## config.mk

```make
export PLATFORM = sky130hd
export DESIGN_NAME = kmer_classify_ctrl
export DESIGN_NICKNAME = d
export VERILOG_FILES = /design/src/rtl/kmer_classify_ctrl.sv
export SDC_FILE = /design/constraint.sdc
export NUM_CORES = 1
export LEC_CHECK = 0
export BUFFER_PORTS_ARGS = -buffer_cell sky130_fd_sc_hd__buf_2
export CORE_ASPECT_RATIO = 0.75
export CORE_UTILIZATION = 50
export DETAILED_ROUTE_END_ITERATION = 8
export GPL_TIMING_DRIVEN = 1
export PLACE_DENSITY = 0.74
export SYNTH_ARGS = -nofsm -noshare
export SYNTH_HDL_FRONTEND = slang
export SYNTH_SLANG_ARGS = --single-unit
```

## constraint.sdc

```tcl
create_clock -name clk -period 2.5 [get_ports clk]
set_input_delay 0.25 -clock clk [delete_from_list [all_inputs] [get_ports clk]]
set_output_delay 0.25 -clock clk [all_outputs]
set_load 0.02 [all_outputs]
```

## src/rtl/kmer_classify_ctrl.sv

```systemverilog
// Sequencer for the k-mer classification compare datapath.
// Moore FSM: every output decodes from the registered state; kmer_cnt/err are side registers.
module kmer_classify_ctrl #(
    parameter int NUM_KMERS   = 208,
    parameter int SRAM_RD_LAT = 1,
    parameter int TIMEOUT     = 15
) (
    input  logic       clk,
    input  logic       reset,
    input  logic       start,
    input  logic       abort,
    input  logic       map_full,
    input  logic       result_ready,
    input  logic       update_map_done,
    output logic       EN_POS,
    output logic       EN_CLASS,
    output logic       Read_sram,
    output logic       EN_COMPARE,
    output logic       local_min,
    output logic       calc_absolute,
    output logic       get_result,
    output logic       res_to_map,
    output logic       EN_EC,
    output logic       WEB2,
    output logic       OEB2,
    output logic       CSB2,
    output logic       WEB2_ba,
    output logic       OEB2_ba,
    output logic       CSB2_ba,
    output logic [7:0] kmer_cnt,
    output logic       busy,
    output logic       done,
    output logic       err
);

    typedef enum logic [3:0] {
        S_IDLE, S_POS, S_BA_RD, S_CLASS, S_RD, S_CNT, S_LMIN, S_ABS,
        S_RES, S_WAIT_RDY, S_MAP, S_WAIT_UPD, S_DONE
    } state_t;

    localparam logic [7:0] LAT_LAST   = 8'(SRAM_RD_LAT - 1);
    localparam logic [7:0] TO_LAST    = 8'(TIMEOUT - 1);
    localparam logic [7:0] KMER_LAST  = 8'(NUM_KMERS - 1);

    state_t     r_state, w_next;
    logic [7:0] r_wait;
    logic [7:0] r_kmer;
    logic       r_err;
    logic       w_inc, w_clr, w_set_err;

    // r_wait restarts at 0 on every state entry; it serves both the read latency and the timeouts
    always_ff @(posedge clk or posedge reset) begin
        if (reset) begin
            r_state <= S_IDLE;
            r_wait  <= 8'd0;
            r_kmer  <= 8'd0;
            r_err   <= 1'b0;
        end else begin
            r_state <= w_next;
            r_wait  <= (w_next != r_state) ? 8'd0 : r_wait + 8'd1;
            if (w_clr)
                r_kmer <= 8'd0;
            else if (w_inc)
                r_kmer <= r_kmer + 8'd1;
            if (w_clr)
                r_err <= 1'b0;
            else if (w_set_err)
                r_err <= 1'b1;
        end
    end

    always_comb begin
        w_next        = r_state;
        w_inc         = 1'b0;
        w_clr         = 1'b0;
        w_set_err     = 1'b0;
        EN_POS        = 1'b0;
        EN_CLASS      = 1'b0;
        Read_sram     = 1'b0;
        EN_COMPARE    = 1'b0;
        local_min     = 1'b0;
        calc_absolute = 1'b0;
        get_result    = 1'b0;
        res_to_map    = 1'b0;
        OEB2          = 1'b1;
        CSB2          = 1'b1;
        OEB2_ba       = 1'b1;
        CSB2_ba       = 1'b1;
        busy          = 1'b1;
        done          = 1'b0;
        case (r_state)
            S_IDLE: begin
                busy = 1'b0;
                if (start) begin
                    w_clr  = 1'b1;
                    w_next = S_POS;
                end
            end
            S_POS: begin
                EN_POS = 1'b1;
                w_next = S_BA_RD;
            end
            S_BA_RD: begin
                CSB2_ba = 1'b0;
                OEB2_ba = 1'b0;
                if (r_wait == LAT_LAST) w_next = S_CLASS;
            end
            S_CLASS: begin
                EN_CLASS = 1'b1;
                CSB2_ba  = 1'b0;
                OEB2_ba  = 1'b0;
                w_next   = S_RD;
            end
            S_RD: begin
                CSB2 = 1'b0;
                OEB2 = 1'b0;
                if (r_wait == LAT_LAST) w_next = S_CNT;
            end
            S_CNT: begin
                Read_sram = 1'b1;
                CSB2      = 1'b0;
                OEB2      = 1'b0;
                w_next    = S_LMIN;
            end
            S_LMIN: begin
                EN_COMPARE = 1'b1;
                local_min  = 1'b1;
                w_next     = S_ABS;
            end
            S_ABS: begin
                EN_COMPARE    = 1'b1;
                calc_absolute = 1'b1;
                w_next        = S_RES;
            end
            S_RES: begin
                EN_COMPARE = 1'b1;
                get_result = 1'b1;
                w_next     = S_WAIT_RDY;
            end
            S_WAIT_RDY: begin
                if (result_ready) begin
                    w_next = S_MAP;
                end else if (r_wait == TO_LAST) begin
                    w_set_err = 1'b1;
                    w_next    = S_DONE;
                end
            end
            S_MAP: begin
                res_to_map = 1'b1;
                w_next     = S_WAIT_UPD;
            end
            S_WAIT_UPD: begin
                if (update_map_done) begin
                    if (r_kmer == KMER_LAST || map_full) begin
                        w_next = S_DONE;
                    end else begin
                        w_inc  = 1'b1;
                        w_next = S_POS;
                    end
                end else if (r_wait == TO_LAST) begin
                    w_set_err = 1'b1;
                    w_next    = S_DONE;
                end
            end
            S_DONE: begin
                busy = 1'b0;
                done = 1'b1;
                if (!start) w_next = S_IDLE;
            end
            default: w_next = S_IDLE;
        endcase
        // abort overrides everything but leaves kmer_cnt/err untouched
        if (abort) begin
            w_next    = S_IDLE;
            w_inc     = 1'b0;
            w_clr     = 1'b0;
            w_set_err = 1'b0;
        end
    end

    assign EN_EC    = 1'b0;
    assign WEB2     = 1'b1;
    assign WEB2_ba  = 1'b1;
    assign kmer_cnt = r_kmer;
    assign err      = r_err;

endmodule

```

======== Word-level counts from Yosys, hierarchy flattened ========
Cells that the tools add are included.
W data, S select, Z words.
storage, ports and cells
  bits in registers ....................... 21
  logic and storage cells ................. 69
cells by class
  add/subtract/negate cells ............... 2
  equal/unequal tests ..................... 15
  multiplexer cells ....................... 39
  reductions and logical operators ........ 9
operators by type and width
  kind                   number
  $pmux W4 S13           1
  $mux W4                9
  $mux W1                25
  $mux W8                3
  $eq A4 B4 Y1 const B   5
  $add A8 B1 Y8 const B  2
  $eq A4 B3 Y1 const B   4
  $eq A4 B2 Y1 const B   2
  $eq A8 B4 Y1 const B   1
  $eq A8 B8 Y1 const B   1
  $logic_not A8 Y1       1
  $reduce_or A2 Y1       3
  $eq A4 B1 Y1 const B   1
  $logic_not A4 Y1       1
  $ne A4 B4 Y1           1
  $reduce_bool A2 Y1     2
  $reduce_or A3 Y1       1
  $pmux W1 S2            1
  $logic_or A1 B1 Y1     1

======== Longest topological paths before layout ========
  depth in word-level cells ............... 8
  gate-level depth with buffers ........... 8

======== Least setup slack after synthesis ========
OpenSTA, ideal clock, no wires.
  path type ............................... register to register
  start point ............................. register r_kmer[0] (netlist: kmer_cnt[0])
  end point ............................... register r_wait[0]
  setup time .............................. 0.152 ns
  data arrival time ....................... 1.888 ns
  required time ........................... 2.348 ns
  slack ................................... 0.460 ns
  stages on the path, launching flop included .. 7
  buffers on the path ..................... 0
  clock period less this slack ............ 2.040 ns
  path through ............................ dfrtp_1 -> ha_1 -> nand3b_1 -> o21ai_0 -> a221o_1 -> a21boi_1 -> a2111oi_1
on the way
  longest elaborated chain between the ends .. 8
RTL lines
  item                    line  RTL
  from (decl)             47    logic [7:0] r_kmer;
  from (signal assigned)  64    r_kmer <= r_kmer + 8'd1;
  $eq A8 B8 Y1            154   if (r_kmer == KMER_LAST || map_full) begin
  $logic_or A1 B1 Y1      154
  $mux W4                 154
  $mux W4                 153   if (update_map_done) begin
  $pmux W4 S13            91    case (r_state)
  $mux W4                 173   if (abort) begin
  $ne A4 B4 Y1            60    r_wait <= (w_next != r_state) ? 8'd0 : r_wait + 8'd1;
  $mux W8                 60
  to (signal assigned)    60
  to (decl)               46    logic [7:0] r_wait;
No other way between the ends.
A chain may end at the register's enable or synchronous reset.

======== Worst setup path in the final report ========
  start point ............................. register r_state[0]
  end point ............................... register r_wait[1]
on the way
  longest elaborated chain between the ends .. 6
  elaborated cells on any way between the ends .. 24
RTL lines
  item                               line      RTL
  from (decl)                        45        state_t r_state, w_next;
  from (signal assigned)             59        r_state <= w_next;
  $mux W4                            143, 160
  $mux W4, on equally long branches  153, 141
  $pmux W4 S13                       91
  $mux W4                            173
  $ne A4 B4 Y1 *                     60
  $mux W8 *                          60
Every way passes the cells marked *; elsewhere a longest branch is shown, timed or not.

==> qor.csv <==
stage;metric;value;unit
sta;fin_skew;3.31;ps
setup_path;regToRegSetupSlack;320;ps
setup_path;path_max_fanout;14;
synthesis;ys_top_cells_by_area;dfrtp_1 (34%), xor2_1 (6.8%), nor2_1 (4.6%), buf_4 (3.4%), a2111oi_1 (3.3%);
global_routing;grt_pass1_wl;5670;um
sta;max_freq;458;MHz
setup_path;worst-setup-path-type;register to register;
global_routing;grtUsageMet1;0.336;
clocking;clkSinkCount;21;
setup_path;cp-start-kind;register;
setup_path;max_stage_delay;530;ps
global_routing;use_met3;0.0556;
clocking;clk_path_buf_depth;2;
synthesis;yosys.area.top_type;dfrtp_1;
synthesis;netlist_instances;172;
sta;whs;122;ps
sta;finalCriticalPeriod;2180;ps
clocking;postCtsHoldBufs;0;
synthesis;synth.avg_cell_area;8.95;um^2
die;rows;17;
synthesis;synth_most_common_cell;dfrtp_1;
outcome;status;finished clean;
die;die_x;66.1;um
setup_path;reg2reg_to;r_wait[1]$_DFF_PP0_;
global_routing;grt_pass1_vias;1219;
route;remaining_drc_errors;0;
placed_design;dpl.cell_count;230;
clocking;cts_max_level;1;
placed_design;place_congestion;0.932;
placed_design;dpl.hpwl;2800;um
sta;max_slew_margin;0.469;
final_layout;nets;208;
final_layout;fin_area;1730;um^2
final_layout;instances_no_fill;234;
clocking;clock_latency;270;ps
die;initial_core_util;0.524;
die;io_pins;33;
global_routing;grtUsageMet2;0.327;
route;via_per_inst;5.94;
synthesis;syn-cell-area;1540;um^2
global_routing;grt_busiest_layer;met1;
die;die_y;50.0;um
sta;hold_viol_final;0;
route;drtIter0Drc;162;
global_routing;grt_max_degree;22;
route;dr.pass1.iters;4;
clocking;cts_tree;built;
final_layout;synthToLayoutAreaGrowth;12.6;%
clocking;clk_pin_slew;80;ps
placed_design;numPortBuffers;29;
final_layout;drive_gt1_frac;0.240;
route;antenna_left;0;
synthesis;async_flop_share;1.00;
setup_path;reg2regPathDepth;4;
pwr;power_density;534;nW/um^2
pwr;vdd_drop_max;0.477;mV
pwr;power.leakage;0.000811;uW
die;die-area;3310;um^2
setup_path;cp_slowest_cell;dfrtp_1;
synthesis;ys_types;49;
synthesis;ys_seq_area_frac;0.341;
min_path;hp-class;input pin to asynchronous set/reset pin;
clocking;cts_buffers;3;
final_layout;fillers;263;
run;cap_violations;0;
synthesis;yosys_warnings;0;
setup_path;path_cells;or2_1 -> a31oi_2 -> nand3_1 -> a2111oi_1;
sta;final.setup.tns;0;ps
setup_path;worstSetupEndpointType;register;
clocking;postCtsResizedCells;0;
route;vias;1389;
global_routing;gr-total-overflow;0;
sta;finalMaxSlewViolations;0;
setup_path;r2r-start;r_state[0]$_DFF_PP0_;
synthesis;synth_ff_type;dfrtp_1;
global_routing;grt_usage;0.229;
sta;rsz0062_at_grt;no;
global_routing;antenna_found_initial;0;
die;core;2940;um^2
route;routed_wl;3590;um
synthesis;synth_common_cells;dfrtp_1 (21), nor2_1 (19), xor2_1 (12), nand3_1 (9), o21ai_0 (8);
clocking;clockRootBuffer;clkbuf_8;
placed_design;dpl_cell_area;1680;um^2
final_layout;diodes;0;
sta;finalSetupViolCount;0;
clocking;cts_setup_buffers;0;
sta;worst_slew_pin_slew;795;ps
synthesis;synth_edf_count;0;
synthesis;synth_seq_cells;21;
setup_path;critPathArrivalTime;2320;ps
sta;min_period_over_period;0.874;
route;wl_per_cell;15.3;um
setup_path;worstPathRequired;2640;ps
synthesis;yosys.area.top_type_share;0.341;
-- critical path, delay by kind of cell, from the launching register on --
kind | cells | cell delay (ps)
flops | 1 | 530
compound gates | 2 | 820
simple gates | 2 | 700
-- area by class of cell --
cell class                      count  area, um^2  area share
Multi-Input combinational cell    131         910       0.525
Inverter                            7        26.3      0.0152
Sequential cell                    21         526       0.303
Timing Repair Buffer               33         175       0.101
Clock buffer                        3        41.3      0.0238
Tap cell                           38        47.5      0.0274
Clock inverter                      1        7.51     0.00433
-- routing by layer --
layer | wire length (um) | vias to the layer above
met5 | 0 | -
met1 | 1730 | 658
li1 | - | 661
met2 | 1560 | 64
met3 | 266 | 6
met4 | 35 | 0
-- cell usage in the layout (no fill, tap or decap), drive strengths merged, types with 2 or more instances in the layout --
cell     count
and2         3
nor2        19
a21o         3
nor2b        5
and4         2
dfrtp       21
nand3        9
nand2        7
and3         4
o21ai        8
xor2        12
buf         33
a211oi       3
xnor2        2
nand4        6
nor3         3
inv          7
clkbuf       3
mux2i        2
a21oi        3
o211ai       4
a2111oi      6
nand3b       3
nand2b       4
conb         3
ha           4
o2111ai      2
-- registers in the layout (all words and copies together) (netlist names) --
signal / cells
kmer_cnt: 8
r_wait: 8
err: 1
r_state: 4
-- kinds of logic after synthesis --
kind of cell | Yosys count | synth area share
flops | 21 | 0.341
fa+ha+maj | 4 | 0.0325
simple gates | 71 | 0.265
mux | 2 | 0.0130
buf+inv | 21 | 0.0699
compound gates | 37 | 0.193
other cells | 2 | 0.00488
xor+xnor | 14 | 0.0797
-- stage by stage --
stage | util | worst slack (ps) | total power, uW
5_1_grt | 0.590 | 132 | 979
3_5_place_dp | 0.574 | 338 | 693
3_3_place_gp | 0.574 | 444 | 675
4_1_cts | 0.590 | 309 | 927
2_1_floorplan | - | 460 | 621
6_report | 0.590 | 316 | 925
-- worst max-delay path by stage --
stage	from	endpoint	slack (ps)
3_3_place_gp	r_state[0]$_DFF_PP0_	r_wait[6]$_DFF_PP0_	440
3_5_place_dp	r_state[0]$_DFF_PP0_	r_wait[1]$_DFF_PP0_	340
5_1_grt	r_wait[0]$_DFF_PP0_	r_wait[0]$_DFF_PP0_	130
4_1_cts	r_state[0]$_DFF_PP0_	r_wait[1]$_DFF_PP0_	310
2_1_floorplan	kmer_cnt[0]$_DFFE_PP0P_	r_wait[0]$_DFF_PP0_	460
6_report	r_state[0]$_DFF_PP0_	r_wait[1]$_DFF_PP0_	320
-- where the power goes --
part           leakage, uW  internal [uW]  switching (uW)
sequential        0.000290            361            49.5
combinational     0.000500            108             173
clock            0.0000217            113             120
total             0.000811            582             343
No activity file was read; power rests on OpenSTA's default activity.
